==> config.mk <==
export PLATFORM = sky130hd
export DESIGN_NAME = alu_writeback_regfile
export DESIGN_NICKNAME = d
export VERILOG_FILES = /design/src/rtl/cpu_defs_pkg.sv /design/src/rtl/regfile_fwd_port.sv /design/src/rtl/alu_writeback_regfile.sv
export SDC_FILE = /design/constraint.sdc
export NUM_CORES = 1
export LEC_CHECK = 0
export CORE_MARGIN = 8
export CORE_UTILIZATION = 32
export CTS_CLUSTER_SIZE = 14
export DETAILED_ROUTE_END_ITERATION = 16
export DONT_BUFFER_PORTS = 1
export PLACE_DENSITY_LB_ADDON = 0.15
export REMOVE_ABC_BUFFERS = 1
export SLEW_MARGIN = 20
export SYNTH_ARGS = -nofsm -noshare
export SYNTH_HDL_FRONTEND = slang
export SYNTH_HIERARCHICAL = 1
export SYNTH_SLANG_ARGS = --single-unit
==> constraint.sdc <==
create_clock -name clk -period 3.2 [get_ports clk]
set_input_delay 0.48 -clock clk [delete_from_list [all_inputs] [get_ports clk]]
set_output_delay 0.48 -clock clk [all_outputs]
set_load 0.05 [all_outputs]
==> src/rtl/cpu_defs_pkg.sv <==
// Shared CPU definitions: datapath widths and the ALU operation encoding,
// so the decoder, the ALU and the register file agree on sizes and opcodes.
package cpu_defs_pkg;

  localparam int DATA_W = 16;
  localparam int ADDR_W = 3;
  localparam int DEPTH  = 1 << ADDR_W;

  typedef enum logic [2:0] {
    ALU_MOVE = 3'd0,
    ALU_ADD  = 3'd1,
    ALU_SUB  = 3'd2,
    ALU_AND  = 3'd3,
    ALU_OR   = 3'd4,
    ALU_NOT  = 3'd5,
    ALU_NOP  = 3'd7
  } alu_op_e;

endpackage

==> src/rtl/regfile_fwd_port.sv <==
// One asynchronous register-file read port; returns the pending write-back
// data instead of the array word when the pending entry targets this address.
module regfile_fwd_port #(
  parameter int DATA_W = cpu_defs_pkg::DATA_W,
  parameter int ADDR_W = cpu_defs_pkg::ADDR_W
) (
  input  logic [ADDR_W-1:0] rd_addr,
  input  logic [DATA_W-1:0] mem_data,
  input  logic              pend_valid,
  input  logic [ADDR_W-1:0] pend_addr,
  input  logic [DATA_W-1:0] pend_data,
  output logic [DATA_W-1:0] rd_data
);

  // Forwarding uses only registered pending state, never wb_data/wb_en, so
  // the ALU -> register file -> ALU path stays free of combinational loops.
  always_comb begin
    // NOTE: always_comb outputs get a default first so no path leaves them
    // unassigned; an unassigned path would infer a latch.
    rd_data = mem_data;
    if (pend_valid && (pend_addr == rd_addr)) rd_data = pend_data;
  end

endmodule

==> src/rtl/alu_writeback_regfile.sv <==
// Register file around the 16-bit ALU: two forwarded async read ports, a
// one-entry registered write-back stage, and a latched zero flag.
module alu_writeback_regfile #(
  parameter int DATA_W = cpu_defs_pkg::DATA_W,
  parameter int ADDR_W = cpu_defs_pkg::ADDR_W,
  parameter int DEPTH  = cpu_defs_pkg::DEPTH
) (
  input  logic              clk,
  input  logic              rst,
  input  logic              hold,
  input  logic [ADDR_W-1:0] rd_addr1,
  input  logic [ADDR_W-1:0] rd_addr2,
  output logic [DATA_W-1:0] rd_data1,
  output logic [DATA_W-1:0] rd_data2,
  input  logic              wb_en,
  input  logic [ADDR_W-1:0] wb_addr,
  input  logic [DATA_W-1:0] wb_data,
  input  logic              flag_en,
  input  logic              zero_in,
  output logic              zero_q,
  output logic              wb_pending
);

  logic [DATA_W-1:0] mem [DEPTH];
  logic              pend_valid;
  logic [ADDR_W-1:0] pend_addr;
  logic [DATA_W-1:0] pend_data;

  wire capture = wb_en && !hold;

  // NOTE: the array is built from flops and must read zero after reset, so it
  // is cleared in the reset branch; a RAM macro could not be reset this way.
  always_ff @(posedge clk) begin
    if (!rst) begin
      for (int i = 0; i < DEPTH; i++) mem[i] <= '0;
    end else if (pend_valid) begin
      mem[pend_addr] <= pend_data;
    end
  end

  // Commit (above) and capture share an edge, so back-to-back writes need
  // no bubble; a reset drops the pending entry without committing it.
  always_ff @(posedge clk) begin
    if (!rst) begin
      // NOTE: sequential state uses non-blocking assignments so every flop
      // samples pre-edge values regardless of statement order.
      pend_valid <= 1'b0;
      pend_addr  <= '0;
      pend_data  <= '0;
    end else if (capture) begin
      pend_valid <= 1'b1;
      pend_addr  <= wb_addr;
      pend_data  <= wb_data;
    end else begin
      pend_valid <= 1'b0;
    end
  end

  always_ff @(posedge clk) begin
    if (!rst)                 zero_q <= 1'b0;
    else if (flag_en && !hold) zero_q <= zero_in;
  end

  assign wb_pending = pend_valid;

  logic [DATA_W-1:0] mem_data1;
  logic [DATA_W-1:0] mem_data2;
  assign mem_data1 = mem[rd_addr1];
  assign mem_data2 = mem[rd_addr2];

  regfile_fwd_port #(.DATA_W(DATA_W), .ADDR_W(ADDR_W)) u_port1 (
    .rd_addr    (rd_addr1),
    .mem_data   (mem_data1),
    .pend_valid (pend_valid),
    .pend_addr  (pend_addr),
    .pend_data  (pend_data),
    .rd_data    (rd_data1)
  );

  regfile_fwd_port #(.DATA_W(DATA_W), .ADDR_W(ADDR_W)) u_port2 (
    .rd_addr    (rd_addr2),
    .mem_data   (mem_data2),
    .pend_valid (pend_valid),
    .pend_addr  (pend_addr),
    .pend_data  (pend_data),
    .rd_data    (rd_data2)
  );

endmodule

Word-level counts from Yosys, hierarchy flattened --
Memories as Yosys holds them, arrays and structs flattened. Cells that the tools add are included.
Word-level totals: flip-flop bits (word level) 21, bits in writable memories 128, bits of input ports 31, output and inout bits 34, logic and storage cells 23, memories 1
Cells by class: equal/unequal tests 2, muxes and demuxes 10, reduce and logical (&&, ||, !) cells 6
Memories:
- mem | depth 8, bits a word 16, read ports 2, clocked after memory_dff 0, wr ports 8, RTL line alu_writeback_regfile.sv:24 | logic [DATA_W-1:0] mem [DEPTH];
Operator list (number):
- 16-bit two-way mux | 3
- 16-bit OR reduction | 1
- 3-bit equality test | 2
- 1-bit two-way mux | 6
- 1-bit logical AND | 4
- 3-bit two-way mux | 1
- 1-bit zero test | 1

Longest topological paths before layout --
Gate-level depths: netlist (run 1).
word-level depth 5, depth in mapped cells 5, depth with buffers taken out 3

By module --
Netlist (run 1), hierarchy kept.
By module, submodules not included:
- alu_writeback_regfile | instances 1, cells an instance 490, area each 7674.9 um^2, sequential area each 4264.1 um^2
- regfile_fwd_port | instances 2, cells an instance 21, area each 276.5 um^2, sequential area each 0.0 um^2

Worst setup path after synthesis (run 1) --
No wires, ideal clock.
kind register -> register, from register pend_valid, in the netlist wb_pending, to memory mem[5][0], enable pin, setup time 0.411 ns, arrival 2.312 ns, required time 2.789 ns, setup slack 0.477 ns, cell stages (with the launch flop) 3, buffers on the path 0, period minus slack after synthesis 2.723 ns, path through dfxtp_1 nand3b_1 o21ai_0
RTL lines:
- start: declaration | RTL line alu_writeback_regfile.sv:25 | logic pend_valid;
- start signal: assignment | RTL line alu_writeback_regfile.sv:47 | pend_valid <= 1'b0;
- start signal: assignment | RTL line alu_writeback_regfile.sv:51 | pend_valid <= 1'b1;
- start signal: assignment | RTL line alu_writeback_regfile.sv:55 | pend_valid <= 1'b0;
- end: declaration | RTL line alu_writeback_regfile.sv:24

Worst setup path in the final report (run 1) --
from register pend_addr[2], to output rd_data1[0]
Between the ends: cells in the longest elaborated chain, start to end 3
Ends and longest elaborated chain:
- start: declaration | RTL line alu_writeback_regfile.sv:26 | logic [ADDR_W-1:0] pend_addr;
- start signal: assignment | RTL line alu_writeback_regfile.sv:52 | pend_addr <= wb_addr;
- 3-bit equality test | RTL line regfile_fwd_port.sv:21 | if (pend_valid && (pend_addr == rd_addr)) rd_data = pend_data;
- 1-bit logical AND | RTL line regfile_fwd_port.sv:21
- 16-bit two-way mux | RTL line regfile_fwd_port.sv:21
- end: declaration | RTL line alu_writeback_regfile.sv:13 | output logic [DATA_W-1:0] rd_data1,
No other way between the ends.

==> results.yml, run 1 <==
synth:
  synth_mux_area_frac: 0.2950
  synth_top_family_by_area: "multiplexers"
  syn_area_sq_um: 8228
  ys_ff_latch: 149
  yosys.area_share.adder: 0
  synth-simple-area-share: 0.1338
  ys_warn_count: 6
  ys_types: 23
  synth_xor_area_frac: 0.006387
  syn_inst: 532
  ys_seq_area_frac: 0.5182
  syn_area_per_cell_sq_um: 15.47
  synth_compound_gate_area_share: 0.02099
critical_path:
  r2r_start: "wb_pending"
  worst-setup-path-type: "reg2out"
  startpoint: "pend_addr[2]"
  cp_num_buf_inv: 0
  setup.worst_path.start_class: "flop"
  path_cells: "xnor2_1, nand4_4, mux2_2"
  crit_fanout: 16
  arrival_ns: 2.39
  end_kind: "primary output"
  critical_path.top_delay_family: "multiplexers"
  required_ns: 2.72
  slowest_delay_ns: 0.64
  crit_slowest_cell: "mux2_2"
  r2r_slack_ns: 1.04
hold_path:
  worstHoldStart: "rst"
  min_path_type: "in2reg"
route:
  wl_um: 23490
  vias: 4602
  viasPerCell: 5.241
  ant_nets: 0
  drt_pass1_iterations: 5
  drc_errors: 0
  wl_per_cell_um: 26.76
  drt-initial-drc-count: 280
clocking:
  htreeDepth: 4
  cts_tree: "built"
  post-cts-setup-buffer-count: 0
  post_cts_resized: 0
  cts.sinks: 149
  clockBufferDepth: 2
  cts.clk_slew.worst_paths_ns: 0.06
  ctsHoldBuffers: 0
  insertion_delay_ns: 0.42
  cts_buffers: 17
  cts-root-buf: "clkbuf_16"
grt:
  grt_use_total: 0.1544
  grt_overflow: 0
  grt_pass1_wl_um: 34120
  grt_pass1_vias: 5051
  grt_max_degree: 34
  antenna_found_initial: 0
floorplanning:
  boundaryPins: 65
  initial_core_util: 0.3267
  die_w_um: 176.4
  die_h_um: 176.4
  die_area_sq_um: 31100
  rows: 58
  coreArea_sq_um: 25180
power_and_ir_drop:
  cellPowerDensity_nw_per_um2: 516.6
  ir_worst_vdd_mv: 0.3054
  power.total_mw: 4.742
  p_leak_nw: 3.471
timing:
  max-slew-margin-rel: 0.5373
  rsz0062_at_grt: "no"
  fin_ws_ns: 0.3321
  fin_crit_sh: 0.8962
  slew_viol_final: 0
  holdWs_ns: 0.1854
  tightest_slew_ns: 0.6927
  finalHoldViolCount: 0
  setup_violations: 0
  final.min_clock_period_ns: 2.868
  finalSetupTns_ns: 0
  fmax_mhz: 348.7
  clock_skew_ns: 0.01060
final_layout:
  fin_util: 0.3645
  syn_to_final_growth_pct: 11.56
  drive_above_1_share: 0.2541
  final_nets: 566
placed_design:
  port_buffers: 0
  post-dp-hpwl_um: 13360
  place_ws_ns: 0.7198
  place_congestion: 0.7041
status:
  outcome: "finished, final reports clean"
run:
  cap_violations: 0
registers in the layout, indices dropped and copies added, names as in the netlist:
| register | flops |
|---|---|
| mem | 128 |
| pend_data | 16 |
| pend_addr | 3 |
| wb_pending | 1 |
| zero_q | 1 |
cells in the mapped netlist:
cell type | instances | share of area
nand3_1 | 1 | 0.00061
buf_6 | 10 | 0.014
mux4_2 | 16 | 0.044
mux2i_1 | 1 | 0.0012
xnor2_1 | 6 | 0.0064
nand3b_1 | 1 | 0.00091
nor3_2 | 2 | 0.0024
nand2b_1 | 5 | 0.0038
and2_1 | 129 | 0.098
a21boi_0 | 19 | 0.017
buf_2 | 3 | 0.0018
nand2_1 | 39 | 0.018
o21ai_0 | 6 | 0.0036
dfxtp_1 | 21 | 0.051
nor2_1 | 6 | 0.0027
edfxtp_1 | 128 | 0.47
mux2_4 | 20 | 0.036
nand4_4 | 2 | 0.0052
mux2_2 | 44 | 0.060
clkbuf_1 | 18 | 0.0082
buf_1 | 4 | 0.0018
nor2b_1 | 3 | 0.0023
mux4_1 | 48 | 0.15
worst register-to-register path, delay by kind of cell, from the launching register on:
kind          cells  cell delay [ns]
flops             1             0.52
buf+inv           2             0.61
simple gates      3             0.69
through the flow:
step / cell area, sq um / cells
floorplan: 8018 / 497
global placement: 8598 / 846
detailed placement: 8598 / 846
CTS: 9176 / 877
global route: 9176 / 877
finish: 9179 / 878
worst paths after layout:
kind | cells past startpoint | to
max | 3 | rd_data1[0]
min | 1 | wb_pending
max reg2reg | 5 | mem[2][2]
min reg2reg | 2 | pend_addr[1]
cell type report:
class                           instances  area, sq um
Fill cell                            2349        16000
Antenna cell                            1        2.502
Clock buffer                           22        474.2
Clock inverter                          9        103.9
Sequential cell                       149         4264
Multi-Input combinational cell        348         3779
Tap cell                              330        412.9
Timing Repair Buffer                   19        142.6
metal layers:
metal / part of all wire / GRT usage
met1: 0.44 / 0.2017
met2: 0.47 / 0.2484
met3: 0.067 / 0.03674
met5: 0 / 0
met4: 0.021 / 0.05289
cells by family after synthesis:
family / Yosys count
muxes: 129
xor gates and xnor gates: 6
AOI/OAI and AO/OA: 25
DFF: 149
and+or+nand+nor: 188
buffers and inverters: 35
cells in the final DEF, fill, tap and decap left out, drive strengths merged:
master | synthesis | routed
a21boi | 19 | 19
nor2 | 6 | 6
clkinvlp | 0 | 2
nor2b | 3 | 3
nand3 | 1 | 1
buf | 17 | 19
and2 | 129 | 129
o21ai | 6 | 6
mux2i | 1 | 1
mux4 | 64 | 64
bufinv | 0 | 2
mux2 | 64 | 64
dfxtp | 21 | 21
nor3 | 2 | 2
clkinv | 0 | 5
nand2 | 39 | 39
edfxtp | 128 | 128
nand3b | 1 | 1
diode | 0 | 1
xnor2 | 6 | 6
nand2b | 5 | 5
clkbuf | 18 | 22
nand4 | 2 | 2
where the power goes:
group	switching [mW]	internal, mW
clock	0.781	1.20
combinational	0.310	0.219
sequential	0.0577	2.17
Note: power is estimated with default switching activity, not from simulation.
==> run 2, diff against run 1 <==
Settings changed: HOLD_SLACK_MARGIN from default to 0.06.
==> results of run 2 <==
No change in the layout: final DEF, timing and power equal those of run 1.
==> run 3, diff against run 2 <==
Settings changed: ABC_CLOCK_PERIOD_IN_PS from default to 3200, CORE_UTILIZATION 32 to 64, SLEW_MARGIN 20 to 10.
==> run 3 against run 2 <==
Global-route usage is 9.8 points higher. Sequential share of layout area is 0.51 points higher. First-iteration DRC count is 83% higher. Clock-buffer cell count is 1 lower. Largest power group is now clock. Clock skew is 0.0060 ns lower. Critical endpoint is now rd_data2[4]. Power is 6.9% higher.
==> results.yml, run 3 (same netlist as run 1, synthesis figures left out) <==
critical_path:
  setup.worst_path.start_class: "flop"
  r2r_cells: 4
  end_kind: "primary output"
  worst-setup-path-type: "reg2out"
  r2r_end: "mem[2][13]"
  required_ns: 2.72
  arrival_ns: 2.31
  crit_fanout: 16
  r2r_start: "wb_pending"
  r2r_slack_ns: 1.13
grt:
  use_met1: 0.3182
  grtUsageMet2: 0.4108
  grt_max_degree: 34
  grt_pass1_wl_um: 30170
  busiest_layer: "met2"
  grt_overflow: 0
  grt_pass1_vias: 5049
  grt_use_total: 0.2521
  antenna_found_initial: 0
  use_met3: 0.05957
final_layout:
  final_nets: 568
  largestRegisters: "mem x128, pend_data x16, pend_addr x3"
  largest_reg_flops: 128
  regMostFlops: "mem"
  drive_above_1_share: 0.2459
  antenna_cells: 0
  multi_input_area_sq_um: 3756
  mostFrequentLayoutCells: "129 x and2_1, 128 x edfxtp_1, 48 x mux4_1"
  nFillCells: 791
  final_common_cell: "and2_1"
  regArea_sq_um: 4264
  postLayoutCellArea_sq_um: 9079
  syn_to_final_growth_pct: 10.34
clocking:
  post_cts_resized: 0
  ctsHoldBuffers: 0
  cts_buffers: 17
  cts.sinks: 149
  cts-root-buf: "clkbuf_16"
  cts_tree: "built"
  htreeDepth: 4
  insertion_delay_ns: 0.43
  post-cts-setup-buffer-count: 0
  cts.clk_slew.worst_paths_ns: 0.06
  clockBufferDepth: 2
power_and_ir_drop:
  ir_worst_vdd_mv: 0.3417
  cellPowerDensity_nw_per_um2: 558.4
  p_leak_nw: 3.528
floorplanning:
  boundaryPins: 65
  die_area_sq_um: 16740
  die_w_um: 129.4
  die_h_um: 129.4
  initial_core_util: 0.6547
  rows: 41
  coreArea_sq_um: 12570
placed_design:
  place_congestion: 0.7663
  place_area_sq_um: 8393
  port_buffers: 0
  post-dp-hpwl_um: 11890
hold_path:
  worstHoldStart: "rst"
  holdPathStages: 1
  min_path_type: "in2reg"
  whs_endpoint: "wb_pending"
timing:
  slew_viol_final: 0
  finalSetupTns_ns: 0
  setup_violations: 0
  clock_skew_ns: 0.004642
  max-slew-margin-rel: 0.2615
  rsz0062_at_grt: "no"
  tightest_slew_ns: 1.108
  finalHoldViolCount: 0
  fmax_mhz: 358.6
  holdWs_ns: 0.1829
  fin_crit_sh: 0.8715
  final.min_clock_period_ns: 2.789
route:
  wl_per_cell_um: 27.86
  drt-initial-drc-count: 511
  ant_nets: 0
  vias: 4774
  wl_um: 20090
  viasPerCell: 6.621
  drc_errors: 0
  drt_pass1_iterations: 5
status:
  outcome: "finished, final reports clean"
run:
  cap_violations: 0
[run 3: changes by cell type in the layout (fill, tap and decap cells not counted), sizes merged]
cell	before	now
buf	19	21
bufinv	2	7
clkbuf	22	21
clkinv	5	3
clkinvlp	2	0
diode	1	0
[run 3: layer usage]
layer	wire (um)	vias to the layer above
li1	-	2066
met1	8017	2429
met2	9800	237
met3	1747	42
met4	522	0
met5	0	-
[run 3: how the worst max path moves through the flow]
stage | start | end | slack [ns] | cells past startpoint
after global placement | rd_addr2[1] | rd_data2[4] | 0.88 | 3
after detailed placement | rd_addr2[1] | rd_data2[4] | 0.85 | 3
after global routing | pend_addr[0] | rd_data2[4] | 0.35 | 3
final | pend_addr[2] | rd_data2[4] | 0.41 | 3
after CTS | pend_addr[0] | rd_data2[4] | 0.44 | 3
after floorplan | wb_pending | mem[5][0] | 0.48 | 2
[run 3: through the flow]
step | total power, mW | util | cells | setup WS [ns]
6_report | 5.070 | 0.7223 | 721 | 0.4111
5_1_grt | 5.175 | 0.7223 | 721 | 0.3513
4_1_cts | 5.079 | 0.7223 | 721 | 0.4365
3_5_place_dp | 2.788 | 0.6678 | 690 | 0.8537
3_3_place_gp | 2.774 | 0.6678 | 690 | 0.8753
2_1_floorplan | 2.684 | - | 497 | 0.4771
[run 3: layout make-up]
class	instances	share of cell area
tap	172	0.02370
sequential	149	0.4697
multi-input combinational	348	0.4137
clock inverter	10	0.02481
timing repair buffer	21	0.01736
clock buffer	21	0.05072
[run 3: critical path: stages, from the launching register on]
cell and delay [ns]:
dfxtp_1 0.52, xnor2_1 0.21, nand4_4 0.53, mux2_2 0.61
[run 3: power breakdown]
group | internal [mW] | switching (mW)
Clock | 1.57 | 0.749
Combinational | 0.218 | 0.297
Sequential | 2.17 | 0.0588
Total | 3.96 | 1.10
